<file path="src/rtl/rptr_aempty_tmr.sv">
// Read-side pointer / empty / almost-empty / fill-level controller for gray async FIFOs, optional TMR state.
// Latency: raddr combinational from registered rbin; rptr, rempty, raempty, rcount, seu_err registered (1 rclk).
// Backpressure: rinc is honoured only while rempty=0; reads against an empty FIFO are silently dropped.
//
// Ports:
//   rclk, rrst_n      read clock, asynchronous active-low reset
//   rinc              read request
//   rq2_wptr          gray write pointer already synchronised into rclk
//   aempty_thr        almost-empty threshold in words (binary)
//   seu_cnt_clr       synchronous clear of seu_cnt
//   raddr             memory read address (low bits of binary read pointer)
//   rptr              gray read pointer towards the write-domain synchroniser
//   rempty, raempty   empty / fill level <= aempty_thr
//   rcount            words held as seen from the read side
//   seu_err, seu_cnt  one-cycle copy-disagreement pulse and its saturating count
module rptr_aempty_tmr #(
    parameter int ADDRSIZE  = 3,
    parameter int TMR       = 1,
    parameter int SEU_CNT_W = 8
) (
    input  logic                 rclk,
    input  logic                 rrst_n,
    input  logic                 rinc,
    input  logic [ADDRSIZE:0]    rq2_wptr,
    input  logic [ADDRSIZE:0]    aempty_thr,
    input  logic                 seu_cnt_clr,
    output logic [ADDRSIZE-1:0]  raddr,
    output logic [ADDRSIZE:0]    rptr,
    output logic                 rempty,
    output logic                 raempty,
    output logic [ADDRSIZE:0]    rcount,
    output logic                 seu_err,
    output logic [SEU_CNT_W-1:0] seu_cnt
);

    localparam logic [SEU_CNT_W-1:0] CNT_ONE = {{(SEU_CNT_W-1){1'b0}}, 1'b1};
    localparam logic [SEU_CNT_W-1:0] CNT_MAX = {SEU_CNT_W{1'b1}};

    // State copies. Copy 0 always exists; copies 1/2 are real only when TMR=1.
    logic [ADDRSIZE:0] rbin_c0,    rbin_c1,    rbin_c2,    rbin_v;
    logic [ADDRSIZE:0] rptr_c0,    rptr_c1,    rptr_c2,    rptr_v;
    logic              rempty_c0,  rempty_c1,  rempty_c2,  rempty_v;
    logic              raempty_c0, raempty_c1, raempty_c2, raempty_v;
    logic [ADDRSIZE:0] rcount_c0,  rcount_c1,  rcount_c2,  rcount_v;

    // Next-state values shared by every copy (this is also the scrub value).
    logic              rd_ok;
    logic [ADDRSIZE:0] rbin_nxt;
    logic [ADDRSIZE:0] rgray_nxt;
    logic [ADDRSIZE:0] wbin;
    logic [ADDRSIZE:0] rcount_nxt;
    logic              rempty_nxt;
    logic              raempty_nxt;

    // Per-bit majority vote; with a single copy this degenerates to copy 0.
    assign rbin_v    = (rbin_c0 & rbin_c1)       | (rbin_c1 & rbin_c2)       | (rbin_c0 & rbin_c2);
    assign rptr_v    = (rptr_c0 & rptr_c1)       | (rptr_c1 & rptr_c2)       | (rptr_c0 & rptr_c2);
    assign rempty_v  = (rempty_c0 & rempty_c1)   | (rempty_c1 & rempty_c2)   | (rempty_c0 & rempty_c2);
    assign raempty_v = (raempty_c0 & raempty_c1) | (raempty_c1 & raempty_c2) | (raempty_c0 & raempty_c2);
    assign rcount_v  = (rcount_c0 & rcount_c1)   | (rcount_c1 & rcount_c2)   | (rcount_c0 & rcount_c2);

    assign rd_ok     = rinc & ~rempty_v;
    assign rbin_nxt  = rbin_v + {{ADDRSIZE{1'b0}}, rd_ok};
    assign rgray_nxt = (rbin_nxt >> 1) ^ rbin_nxt;

    // Gray to binary: each binary bit is the parity of the gray bits at and above it.
    always_comb begin
        wbin = '0;
        for (int i = 0; i <= ADDRSIZE; i++) begin
            wbin[i] = ^(rq2_wptr >> i);
        end
    end

    // Fill level uses the post-read pointer so a read and a write in the same
    // cycle both show up at the same edge.
    assign rcount_nxt  = wbin - rbin_nxt;
    assign rempty_nxt  = (rgray_nxt == rq2_wptr);
    assign raempty_nxt = (rcount_nxt <= aempty_thr);

    always_ff @(posedge rclk or negedge rrst_n) begin
        if (!rrst_n) begin
            rbin_c0    <= '0;
            rptr_c0    <= '0;
            rempty_c0  <= 1'b1;
            raempty_c0 <= 1'b1;
            rcount_c0  <= '0;
        end else begin
            rbin_c0    <= rbin_nxt;
            rptr_c0    <= rgray_nxt;
            rempty_c0  <= rempty_nxt;
            raempty_c0 <= raempty_nxt;
            rcount_c0  <= rcount_nxt;
        end
    end

    generate
        if (TMR != 0) begin : g_tmr
            logic disagree;

            always_ff @(posedge rclk or negedge rrst_n) begin
                if (!rrst_n) begin
                    rbin_c1    <= '0;
                    rptr_c1    <= '0;
                    rempty_c1  <= 1'b1;
                    raempty_c1 <= 1'b1;
                    rcount_c1  <= '0;
                    rbin_c2    <= '0;
                    rptr_c2    <= '0;
                    rempty_c2  <= 1'b1;
                    raempty_c2 <= 1'b1;
                    rcount_c2  <= '0;
                end else begin
                    rbin_c1    <= rbin_nxt;
                    rptr_c1    <= rgray_nxt;
                    rempty_c1  <= rempty_nxt;
                    raempty_c1 <= raempty_nxt;
                    rcount_c1  <= rcount_nxt;
                    rbin_c2    <= rbin_nxt;
                    rptr_c2    <= rgray_nxt;
                    rempty_c2  <= rempty_nxt;
                    raempty_c2 <= raempty_nxt;
                    rcount_c2  <= rcount_nxt;
                end
            end

            // Any copy that disagrees with a neighbour is an upset; the
            // pairs (0,1) and (1,2) together cover every single-copy fault.
            assign disagree = (|(rbin_c0 ^ rbin_c1))       | (|(rbin_c1 ^ rbin_c2))
                            | (|(rptr_c0 ^ rptr_c1))       | (|(rptr_c1 ^ rptr_c2))
                            | (rempty_c0 ^ rempty_c1)      | (rempty_c1 ^ rempty_c2)
                            | (raempty_c0 ^ raempty_c1)    | (raempty_c1 ^ raempty_c2)
                            | (|(rcount_c0 ^ rcount_c1))   | (|(rcount_c1 ^ rcount_c2));

            always_ff @(posedge rclk or negedge rrst_n) begin
                if (!rrst_n) begin
                    seu_err <= 1'b0;
                    seu_cnt <= '0;
                end else begin
                    seu_err <= disagree;
                    // Clear takes priority over a coincident increment.
                    if (seu_cnt_clr) begin
                        seu_cnt <= '0;
                    end else if (seu_err && (seu_cnt != CNT_MAX)) begin
                        seu_cnt <= seu_cnt + CNT_ONE;
                    end
                end
            end
        end else begin : g_single
            assign rbin_c1    = rbin_c0;
            assign rptr_c1    = rptr_c0;
            assign rempty_c1  = rempty_c0;
            assign raempty_c1 = raempty_c0;
            assign rcount_c1  = rcount_c0;
            assign rbin_c2    = rbin_c0;
            assign rptr_c2    = rptr_c0;
            assign rempty_c2  = rempty_c0;
            assign raempty_c2 = raempty_c0;
            assign rcount_c2  = rcount_c0;
            assign seu_err    = 1'b0;
            assign seu_cnt    = '0;
        end
    endgenerate

    assign raddr   = rbin_v[ADDRSIZE-1:0];
    assign rptr    = rptr_v;
    assign rempty  = rempty_v;
    assign raempty = raempty_v;
    assign rcount  = rcount_v;

endmodule

</file>
<file path="config.mk">
export PLATFORM = sky130hd
export DESIGN_NAME = rptr_aempty_tmr
export DESIGN_NICKNAME = d
export VERILOG_FILES = /design/src/rtl/rptr_aempty_tmr.sv
export SDC_FILE = /design/constraint.sdc
export NUM_CORES = 1
export LEC_CHECK = 0
export ABC_AREA = 1
export CORE_ASPECT_RATIO = 1.5
export CORE_UTILIZATION = 28
export CTS_CLUSTER_SIZE = 28
export DETAILED_ROUTE_END_ITERATION = 10
export PLACE_DENSITY = 0.61
export SLEW_MARGIN = 20
export SYNTH_ARGS = -nofsm -noshare
export SYNTH_HDL_FRONTEND = slang
export SYNTH_SLANG_ARGS = --single-unit
</file>
<file path="constraint.sdc">
create_clock -name rclk -period 2.9 [get_ports rclk]
set_input_delay 0.29 -clock rclk [delete_from_list [all_inputs] [get_ports rclk]]
set_output_delay 0.29 -clock rclk [all_outputs]
set_load 0.005 [all_outputs]
</file>
======== Word level (Yosys, flattened, before mapping) ========
Index checks and enable logic that the tools add are counted.
storage, ports and cells
  register bits ........................... 23
  input bits .............................. 12
  output and inout port bits .............. 22
cells by class
  $add $sub $neg .......................... 3
  magnitude comparators ................... 1
  equality and inequality tests ........... 2
  mux-type cells .......................... 2
  bitwise logic cells ..................... 19
  reduce and logical (&&, ||, !) cells .... 9
operators by type and width
  kind                 number
  $or 4x4->4           6
  $mux 8               2
  $reduce_xor 4->1     4
  $and 4x4->4          3
  $reduce_or 4->1      3
  $xor 4x4->4          3
  $add 8x1->8 const B  1
  $ne 8x8->1 const B   1
  $add 4x1->4          1
  $eq 4x4->1           1
  $le 4x4->1           1
  $or 1x1->1           4
  $sub 4x4->4          1
  $xor 3x4->4          1
  $reduce_bool 2->1    1
  $and 1x1->1          1
  $logic_and 1x1->1    1
  $not 1->1            1

======== Depth between registers and ports, before layout ========
Gate-level depths: netlist of run 1.
  depth in word-level cells ............... 6
  depth in mapped cells ................... 19
  depth with buffers taken out ............ 19

======== Worst setup path before layout of run 1 ========
No wires, ideal clock.
  kind .................................... register -> register
  start point ............................. reg rempty_c2
  end point ............................... reg raempty_c2
  setup time .............................. 0.096 ns
  data arrival time ....................... 2.506 ns
  data required time ...................... 2.804 ns
  slack ................................... 0.298 ns
  stages on the path, launching flop included .. 16
  cells stage by stage .................... dfstp_2 -> nor2_1 -> ha_1 -> ha_1 -> inv_1 -> nand3_2 -> nand2_1 -> inv_1 -> ha_1 -> or2_1 -> nand2_1 -> nand2_1 -> ha_1 -> nand2_1 -> nor2_1 -> o32ai_1
on the way
  longest elaborated chain between the ends .. 5
RTL lines
  element                  RTL line  RTL
  start, declared          42        logic rempty_c0, rempty_c1, rempty_c2, rempty_v;
  start signal, assigned   120       rempty_c2 <= rempty_nxt;
  $not 1->1                62        assign rd_ok = rinc & ~rempty_v;
  $and 1x1->1              62
  $add 4x1->4              63        assign rbin_nxt = rbin_v + {{ADDRSIZE{1'b0}}, rd_ok};
  named net rbin_nxt[1]    48        logic [ADDRSIZE:0] rbin_nxt;
  $sub 4x4->4              76        assign rcount_nxt = wbin - rbin_nxt;
  named net rcount_nxt[2]  51        logic [ADDRSIZE:0] rcount_nxt;
  $le 4x4->1               78        assign raempty_nxt = (rcount_nxt <= aempty_thr);
  named net raempty_nxt    53        logic raempty_nxt;
  end signal, assigned     121       raempty_c2 <= raempty_nxt;
  end, declared            43        logic raempty_c0, raempty_c1, raempty_c2, raempty_v;
The timed path passes the listed nets, and every way through them passes these cells.
A chain may end at the register's enable or synchronous reset.

======== Worst setup path after layout of run 1 ========
Same ends and word-level chain as after synthesis.

==> impl_metrics.toml, run 1 <==
[power]
switching_share = 0.368
seqPwrFrac = 0.288
power.switching_w = 0.000556
cellInternalPower_w = 0.000955
vdd_drop_max_mv = 0.381
total_power_w = 0.00151
proportion_of_power_drawn_by_the_clock_network = 0.125
cellPowerDensity_nw_per_um2 = 973
comb_power_share = 0.587
p_leak_nw = 0.796

[sta]
pin_slew_with_the_least_headroom_to_its_limit_ns = 0.893
final.setup_skew_ns = 0.00779
grt_setup_unrepaired = "false"
setup_violations = 0
period_needed_ns = 2.66
final-hold-violation-count = 0
achievable-frequency_ghz = 0.376
finalMaxSlewViolations = 0
final.setup.tns_ns = 0
fin_hold_ws_ns = 0.488
slew_headroom = 0.403
finalCritPeriodShare = 0.918

[finish]
final_layout_size_suffix_gt1_frac = 0.138
finish.instance_area_sq_um = 1550
layout.filler_cells = 371
final_common_cell = "sky130_fd_sc_hd__clkdlybuf4s50_1"
antennaDiodeCount = 0
nets = 189
layout.cells.most_common_list = "sky130_fd_sc_hd__clkdlybuf4s50_1 (32), sky130_fd_sc_hd__inv_1 (27), sky130_fd_sc_hd__nand2_1 (27), sky130_fd_sc_hd__dfrtp_1 (19), sky130_fd_sc_hd__nor2_1 (14)"
final_cells = 210
layout-area-overhead-vs-synth_pct = 43.6

[synthesis]
synth_cells = 125
yosys_warnings = 0
syn_nets = 146
syn_avg_cell_area_sq_um = 8.65
synth_unique_cells = 20
ys_seq_area_frac = 0.488
synth_seq_cells = 21
mappedNetlistArea_sq_um = 1080

[routing]
drt-pass1-iter-count = 4
violation_count_after_the_first_detailed_routing_iteration = 11
num_vias = 890
post-route-drc-count = 0
route.final.wire_length_mm = 2.01
vias_per_cell = 4.24
post_drt_wl_per_cell_um = 9.57
ant_nets = 0

[placed_design]
placement.cell_area_sq_um = 1500
buffer_ports.inserted = 32
placed_cells = 206
gp_routability_congestion = 0.719
dpl.hpwl_mm = 1.74

[cts]
clock_root_buffer = "sky130_fd_sc_hd__clkbuf_8"
clkTransAtPathRegs_ns = 0.08
cts.repair.resized = 0
cts_inserted_buffers = 3
cts_max_path_buffers = 2
cts.htree.levels = 1
cts.sink_count = 21
cts_post_setup_buffers_inserted = 0
cts-hold-fix-buffers = 0
clk_latency_ns = 0.26
clock_tree_from_tritoncts = "yes"

[floorplanning]
floorplan.rows = 27
coreArea_sq_um = 3680
io_pins = 34
die_ht_um = 78.1
dieWidth_um = 52.7
initial_core_util = 0.294
floorplan.die_area_sq_um = 4120

[worst_setup_path]
worst-endpoint-arrival_ns = 2.83
r2r_cells = 18
path_max_fanout = 3
rr_endpoint = "raempty_c2$_DFF_PN1_"
reg2reg_slack_ns = 0.24
setup.worst_path.end_class = "flip-flop"
type_of_origin_of_the_critical_path = "flip-flop"
crit_path_start = "rempty_c2$_DFF_PN1_"
reg2reg_start = "rempty_c2$_DFF_PN1_"
crit_end = "raempty_c2$_DFF_PN1_"
criticalPathCategory = "reg2reg"
critPathRequiredTime_ns = 3.07

[global_route]
grt_pass1_wl_mm = 3.39
grtUsageTotal = 0.108
grt_antenna_before_repair = 0
grt_start_max_net_pins = 22
first_global_vias = 860
grt.overflow.total = 0

[hold_path]
hold_path_class = "reg2reg"
worstHoldPathCells = 2

[flow_run]
drv_cap = 0

[status]
outcome = "completed"
power by group through the flow:
stage | sequential (W) | clock (W) | combinational, W
global route | 0.000447 | 0.000207 | 0.00101
global placement | 0.000442 | 0 | 0.000865
CTS | 0.000438 | 0.000193 | 0.000899
detailed placement | 0.000444 | 0 | 0.000893
floorplan | 0.000450 | 0 | 0.000473
finish | 0.000435 | 0.000188 | 0.000887
synth_stat cells:
library cell,n,area [sq um]
sky130_fd_sc_hd__inv_1,27,101
sky130_fd_sc_hd__nand2_1,27,101
sky130_fd_sc_hd__dfrtp_1,19,475
sky130_fd_sc_hd__nor2_1,14,52.6
sky130_fd_sc_hd__ha_1,9,113
sky130_fd_sc_hd__xor2_1,5,43.8
sky130_fd_sc_hd__nand3_1,4,20.0
sky130_fd_sc_hd__inv_2,3,11.3
sky130_fd_sc_hd__nand3_2,3,30.0
sky130_fd_sc_hd__dfstp_2,2,52.6
sky130_fd_sc_hd__nand2_2,2,12.5
sky130_fd_sc_hd__nand4_1,2,12.5
sky130_fd_sc_hd__a21oi_1,1,5.00
sky130_fd_sc_hd__buf_4,1,7.51
sky130_fd_sc_hd__clkbuf_1,1,3.75
sky130_fd_sc_hd__clkinv_1,1,3.75
sky130_fd_sc_hd__conb_1,1,3.75
sky130_fd_sc_hd__o32ai_1,1,8.76
sky130_fd_sc_hd__or2_1,1,6.26
sky130_fd_sc_hd__xor2_2,1,16.3
metal layers:
metal,GRT usage,share of wire,up-vias
li1,-,-,451
met1,0.108,0.38,409
met2,0.206,0.56,26
met3,0.00581,0.034,4
met4,0.0632,0.025,0
met5,0,0,-
flip-flops by register name, indices dropped and copies added (netlist names):
| name | flops |
|---|---|
| rcount_c2 | 4 |
| rempty_c2 | 1 |
| rptr_c2 | 3 |
| seu_cnt | 8 |
| raempty_c2 | 1 |
| rbin_c2 | 4 |
worst min-delay path by stage:
stage,to,from
2_1_floorplan,rbin_c2[0]$_DFF_PN0_,rrst_n
3_3_place_gp,seu_cnt[0]$_DFFE_PN0P_,seu_cnt[0]$_DFFE_PN0P_
3_5_place_dp,seu_cnt[3]$_DFFE_PN0P_,seu_cnt[3]$_DFFE_PN0P_
6_report,seu_cnt[3]$_DFFE_PN0P_,seu_cnt[3]$_DFFE_PN0P_
4_1_cts,seu_cnt[3]$_DFFE_PN0P_,seu_cnt[3]$_DFFE_PN0P_
5_1_grt,seu_cnt[2]$_DFFE_PN0P_,seu_cnt[2]$_DFFE_PN0P_
kinds of logic after synthesis:
family	share of synthesized area
buffers and inverters	0.118
xor gates and xnor gates	0.0556
adders and majority gates	0.104
AOI/OAI and AO/OA	0.0127
DFF	0.488
other	0.00347
and+or+nand+nor	0.218
critical path, cell delays in order (launching register included):
cell and delay, ns:
sky130_fd_sc_hd__dfstp_2 0.53, sky130_fd_sc_hd__nor2_1 0.05, sky130_fd_sc_hd__ha_1 0.20, sky130_fd_sc_hd__ha_1 0.20, sky130_fd_sc_hd__inv_1 0.05, sky130_fd_sc_hd__nand2_1 0.05, sky130_fd_sc_hd__nand2_2 0.08, sky130_fd_sc_hd__inv_2 0.04
sky130_fd_sc_hd__ha_1 0.31, sky130_fd_sc_hd__inv_1 0.10, sky130_fd_sc_hd__nor2_1 0.05, sky130_fd_sc_hd__nor2_1 0.11, sky130_fd_sc_hd__nand2_1 0.06, sky130_fd_sc_hd__nand2_1 0.05, sky130_fd_sc_hd__nand2_1 0.06, sky130_fd_sc_hd__ha_1 0.28
sky130_fd_sc_hd__nand2_1 0.09, sky130_fd_sc_hd__nor2_1 0.05, sky130_fd_sc_hd__o32ai_1 0.22
metrics by stage:
| step | util | setup slack [ns] |
|---|---|---|
| 2_1_floorplan | - | 0.298 |
| 3_3_place_gp | 0.408 | 0.0608 |
| 3_5_place_dp | 0.408 | -0.0144 |
| 4_1_cts | 0.422 | 0.212 |
| 5_1_grt | 0.422 | 0.0108 |
| 6_report | 0.422 | 0.237 |
cell type report:
| cell class | count | area [sq um] | share of cell area |
|---|---|---|---|
| Sequential cell | 21 | 528 | 0.340 |
| Clock buffer | 3 | 41.3 | 0.0266 |
| Timing Repair Buffer | 40 | 380 | 0.245 |
| Clock inverter | 1 | 7.51 | 0.00483 |
| Tap cell | 43 | 53.8 | 0.0346 |
| Multi-Input combinational cell | 71 | 425 | 0.274 |
| Inverter | 31 | 116 | 0.0749 |
Note: power is estimated with default switching activity, not from simulation.
==> run 2: changes to the inputs <==
GPL_TIMING_DRIVEN = 0   (was default)
==> run 2 against run 1 <==
Effect of this change: critical path depth fell by 1; global-route usage grew 0.86 points; utilization up 0.37 points; fmax fell by 1.6%; count of clock-buffer cells in the layout unchanged; die area unchanged; largest power group unchanged.
==> impl_metrics.toml, run 2 (synthesis results as in run 1) <==
[worst_setup_path]
rr_endpoint = "raempty_c2$_DFF_PN1_"
critPathMaxStageDelay_ns = 0.46
reg2reg_slack_ns = 0.22
path_max_fanout = 5
worstPathCellList = "clkdlybuf4s50_1 -> inv_1 -> nor2_1 -> ha_2 -> ha_4 -> inv_1 -> nand3_2 -> nand2_1 -> inv_1 -> ha_1 -> or2_1 -> nand2_1 -> nand2_1 -> ha_1 -> nand2_1 -> nor2_1 -> o32ai_2"
type_of_origin_of_the_critical_path = "input port"
critical-path-top-delay-family = "adder cells"
critPathMostFrequentCell = "sky130_fd_sc_hd__nand2_1"
worst-endpoint-arrival_ns = 2.88
criticalPathCategory = "in2reg"
crit_buf_inv = 4
reg2reg_start = "rempty_c2$_DFF_PN1_"
r2r_cells = 18
critPathRequiredTime_ns = 3.08
crit_cells = 17
setup.worst_path.end_class = "flip-flop"
cp_slowest_cell = "sky130_fd_sc_hd__clkdlybuf4s50_1"

[global_route]
grt_start_max_net_pins = 22
first_global_vias = 869
grtUsageTotal = 0.117
grt_antenna_before_repair = 0
grt.overflow.total = 0
grt_pass1_wl_mm = 3.64

[finish]
final_layout_size_suffix_gt1_frac = 0.152
final_core_utilization = 0.425
registers_with_the_most_flip_flops = "seu_cnt x8, rbin_c2 x4, rcount_c2 x4"
largest_register_ff_count = 8
nets = 187
final_common_cell = "sky130_fd_sc_hd__clkdlybuf4s50_1"
layout-area-overhead-vs-synth_pct = 44.9
antennaDiodeCount = 0
reg_with_most_ffs = "seu_cnt"
layout.cells.most_common_list = "sky130_fd_sc_hd__clkdlybuf4s50_1 (31), sky130_fd_sc_hd__inv_1 (27), sky130_fd_sc_hd__nand2_1 (27), sky130_fd_sc_hd__dfrtp_1 (19), sky130_fd_sc_hd__nor2_1 (14)"

[cts]
cts-hold-fix-buffers = 0
clkTransAtPathRegs_ns = 0.08
cts_max_path_buffers = 2
clock_root_buffer = "sky130_fd_sc_hd__clkbuf_8"
cts.sink_count = 21
cts_inserted_buffers = 3
clock_tree_from_tritoncts = "yes"
cts.htree.levels = 1
clk_latency_ns = 0.26

[floorplanning]
floorplan.die_area_sq_um = 4120
coreArea_sq_um = 3680
initial_core_util = 0.294
io_pins = 34
dieWidth_um = 52.7
floorplan.rows = 27
die_ht_um = 78.1

[power]
total_power_w = 0.00154
vdd_drop_max_mv = 0.341
p_leak_nw = 0.785
cellPowerDensity_nw_per_um2 = 982

[routing]
post_drt_wl_per_cell_um = 9.94
route.final.wire_length_mm = 2.07
vias_per_cell = 4.25
ant_nets = 0
num_vias = 883
post-route-drc-count = 0
drt-pass1-iter-count = 4
violation_count_after_the_first_detailed_routing_iteration = 6

[hold_path]
worstHoldEndpoint = "seu_cnt[6]$_DFFE_PN0P_"
worstHoldPathCells = 2
worstHoldStart = "seu_cnt_clr"
hold_path_class = "in2reg"

[flow_run]
drv_cap = 0

[sta]
setup_violations = 0
achievable-frequency_ghz = 0.370
finalMaxSlewViolations = 0
final.setup_skew_ns = 0.00703
finalCritPeriodShare = 0.933
slew_headroom = 0.395
grt_setup_unrepaired = "false"
pin_slew_with_the_least_headroom_to_its_limit_ns = 0.905
fin_hold_ws_ns = 0.356
period_needed_ns = 2.71
final-hold-violation-count = 0

[placed_design]
gp_routability_congestion = 0.697
buffer_ports.inserted = 31
dpl.hpwl_mm = 1.75

[status]
outcome = "completed"
run 2: how the worst max path moves through the flow:
stage	startpoint	to	slack, ns
after floorplan	rempty_c2$_DFF_PN1_	raempty_c2$_DFF_PN1_	0.30
after global placement	rinc	raempty_c2$_DFF_PN1_	-0.12
after detailed placement	rinc	raempty_c2$_DFF_PN1_	-0.20
after CTS	rempty_c2$_DFF_PN1_	raempty_c2$_DFF_PN1_	0.05
after global routing	rempty_c2$_DFF_PN1_	raempty_c2$_DFF_PN1_	0.01
final	rinc	raempty_c2$_DFF_PN1_	0.19
run 2: area by class of cell:
class,instances,area (sq um)
Inverter,31,116
Fill cell,376,2120
Timing Repair Buffer,36,348
Buffer,2,11.3
Clock inverter,1,7.51
Tap cell,43,53.8
Multi-Input combinational cell,71,460
Clock buffer,3,41.3
Sequential cell,21,528
run 2: repair_timing:
| action | in CTS | in global routing |
|---|---|---|
| endpoints found under the setup margin | 0 | 1 |
| resized for setup | 0 | 5 |
| setup buffers | 0 | 5 |
run 2: power breakdown:
part	internal (W)	switching (W)	total, W
clock	0.0000969	0.0000918	0.000189
sequential	0.000395	0.0000452	0.000440
combinational	0.000467	0.000442	0.000910
total	0.000959	0.000579	0.00154
run 2: per-stage QoR:
stage / area, sq um / setup slack (ns) / cells / setup TNS [ns]
4_1_cts: 1490 / 0.0456 / 203 / 0
3_3_place_gp: 1450 / -0.122 / 199 / -0.122
2_1_floorplan: 1080 / 0.298 / 125 / 0
5_1_grt: 1570 / 0.0114 / 208 / 0
6_report: 1570 / 0.195 / 208 / 0
3_5_place_dp: 1450 / -0.201 / 199 / -0.201
run 2: per-layer routing:
metal / vias up / track usage / routed length [um]
met3: 4 / 0.0174 / 70
met4: 0 / 0.0632 / 45
met2: 19 / 0.210 / 1180
met5: - / 0 / 0
li1: 444 / - / -
met1: 416 / 0.124 / 773
==> run 3: changes to the inputs <==
HOLD_SLACK_MARGIN = 0.03   (was default)
clock period = 3.4 ns   (was 2.9 ns; I/O delays follow)
==> run 3 against run 2 <==
Effect of this change: hold slack better by 0.049 ns; non-clock buffer count decreased by 5; utilization fell by 2.0 points; clock skew grew 0.00063 ns; register-to-register slack improved by 0.35 ns; via count fell by 1.7%; design area is 4.6% lower; sequential power fell by 15%; combinational power down 26%; critical path type unchanged; critical endpoint unchanged.
==> impl_metrics.toml, run 3 (synthesis results as in run 1) <==
[sta]
final.setup.tns_ns = 0
achievable-frequency_ghz = 0.351
grt_setup_unrepaired = "false"
finalMaxSlewViolations = 0
setup_violations = 0
period_needed_ns = 2.85
final.setup_skew_ns = 0.00766
final-hold-violation-count = 0
pin_slew_with_the_least_headroom_to_its_limit_ns = 0.898
finalCritPeriodShare = 0.839
slew_headroom = 0.400

[finish]
largest_register_ff_count = 8
antennaDiodeCount = 0
layout-area-overhead-vs-synth_pct = 38.2
registers_with_the_most_flip_flops = "seu_cnt x8, rbin_c2 x4, rcount_c2 x4"
layout.filler_cells = 390
final_common_cell = "sky130_fd_sc_hd__clkdlybuf4s50_1"
nets = 182
reg_with_most_ffs = "seu_cnt"
layout.cells.most_common_list = "sky130_fd_sc_hd__clkdlybuf4s50_1 (31), sky130_fd_sc_hd__inv_1 (27), sky130_fd_sc_hd__nand2_1 (27), sky130_fd_sc_hd__dfrtp_1 (19), sky130_fd_sc_hd__nor2_1 (14)"
final_core_utilization = 0.406
final_layout_size_suffix_gt1_frac = 0.100

[routing]
post_drt_wl_per_cell_um = 10.0
violation_count_after_the_first_detailed_routing_iteration = 2
ant_nets = 0
num_vias = 868
route.final.wire_length_mm = 2.03
vias_per_cell = 4.28
drt-pass1-iter-count = 3
post-route-drc-count = 0

[hold_path]
worstHoldEndpoint = "seu_cnt[6]$_DFFE_PN0P_"
hold_path_class = "in2reg"
worstHoldPathCells = 2
worstHoldStart = "seu_cnt_clr"

[worst_setup_path]
rr_endpoint = "raempty_c2$_DFF_PN1_"
r2r_cells = 18
cp_slowest_cell = "sky130_fd_sc_hd__clkdlybuf4s50_1"
worst-endpoint-arrival_ns = 3.02
reg2reg_start = "rempty_c2$_DFF_PN1_"
critical-path-top-delay-family = "adder cells"
critPathMaxStageDelay_ns = 0.46
path_max_fanout = 4
criticalPathCategory = "in2reg"
critPathMostFrequentCell = "sky130_fd_sc_hd__nand2_1"
critPathRequiredTime_ns = 3.57
reg2reg_slack_ns = 0.57
setup.worst_path.end_class = "flip-flop"
crit_buf_inv = 5
worstPathCellList = "clkdlybuf4s50_1 -> inv_1 -> nor2_1 -> ha_1 -> ha_1 -> nand2_1 -> nand2_2 -> inv_2 -> ha_1 -> inv_1 -> nor2_1 -> nor2_1 -> nand2_1 -> nand2_1 -> nand2_1 -> ha_1 -> nand2_1 -> inv_1 -> o32ai_1"
type_of_origin_of_the_critical_path = "input port"

[global_route]
grt_start_max_net_pins = 22
first_global_vias = 869
grt_pass1_wl_mm = 3.64
grtUsageTotal = 0.117
grt.overflow.total = 0
grt_antenna_before_repair = 0

[cts]
cts.htree.levels = 1
clk_latency_ns = 0.26
cts_inserted_buffers = 3
cts-hold-fix-buffers = 0
cts_post_setup_buffers_inserted = 0
cts.repair.resized = 0
cts.sink_count = 21
cts_max_path_buffers = 2
clkTransAtPathRegs_ns = 0.08
clock_tree_from_tritoncts = "yes"
clock_root_buffer = "sky130_fd_sc_hd__clkbuf_8"

[placed_design]
gp_routability_congestion = 0.697
dpl.hpwl_mm = 1.75
buffer_ports.inserted = 31

[floorplanning]
floorplan.die_area_sq_um = 4120
initial_core_util = 0.294
die_ht_um = 78.1
coreArea_sq_um = 3680
dieWidth_um = 52.7
io_pins = 34
floorplan.rows = 27

[power]
p_leak_nw = 0.760
cellPowerDensity_nw_per_um2 = 806
vdd_drop_max_mv = 0.289

[status]
outcome = "completed"

[flow_run]
drv_cap = 0
-- run 3: per-stage QoR --
step / cell area [sq um] / std cells / hold WS (ns) / setup slack, ns / power, W
after floorplan: 1080 / 125 / 0.0444 / 0.798 / 0.000787
after global placement: 1450 / 199 / 0.474 / 0.328 / 0.00102
after detailed placement: 1450 / 199 / 0.480 / 0.249 / 0.00106
after CTS: 1490 / 203 / 0.408 / 0.517 / 0.00122
after global routing: 1490 / 203 / 0.419 / 0.209 / 0.00134
final: 1490 / 203 / 0.404 / 0.548 / 0.00120
-- run 3: final cells by class --
class	instances	area (sq um)	area share
Clock buffer	3	41.3	0.0276
Sequential cell	21	528	0.353
Timing Repair Buffer	31	310	0.208
Tap cell	43	53.8	0.0360
Clock inverter	1	7.51	0.00503
Multi-Input combinational cell	71	425	0.285
Inverter	31	116	0.0779
Buffer	2	11.3	0.00754
-- run 3: report_power, final --
group          total (W)  internal, W  switching, W  leakage (nW)
clock           0.000161    0.0000827     0.0000787        0.0217
sequential      0.000372     0.000337     0.0000346         0.264
combinational   0.000672     0.000322      0.000350         0.475
-- run 3: how the worst max path moves through the flow --
stage | startpoint | endpoint | slack [ns] | depth (start not counted)
final | rinc | raempty_c2$_DFF_PN1_ | 0.55 | 19
after global routing | rinc | raempty_c2$_DFF_PN1_ | 0.21 | 20
after CTS | rinc | raempty_c2$_DFF_PN1_ | 0.52 | 17
after detailed placement | rinc | raempty_c2$_DFF_PN1_ | 0.25 | 17
after global placement | rinc | raempty_c2$_DFF_PN1_ | 0.33 | 17
after floorplan | rempty_c2$_DFF_PN1_ | raempty_c2$_DFF_PN1_ | 0.80 | 15
-- run 3: worst register-to-register path, delay by kind of cell, from the launching register on --
family,cells,cell delay (ns)
fa+ha+maj,4,1.00
buf+inv,4,0.25
flops,1,0.53
compound gates,1,0.26
simple gates,9,0.70
-- run 3: routing by layer --
| layer | global-route usage | routed length (um) | share of wire | vias to the layer above |
|---|---|---|---|---|
| li1 | - | - | - | 435 |
| met1 | 0.124 | 762 | 0.38 | 410 |
| met2 | 0.210 | 1150 | 0.56 | 19 |
| met3 | 0.0174 | 70 | 0.034 | 4 |
| met4 | 0.0632 | 51 | 0.025 | 0 |
| met5 | 0 | 0 | 0 | - |
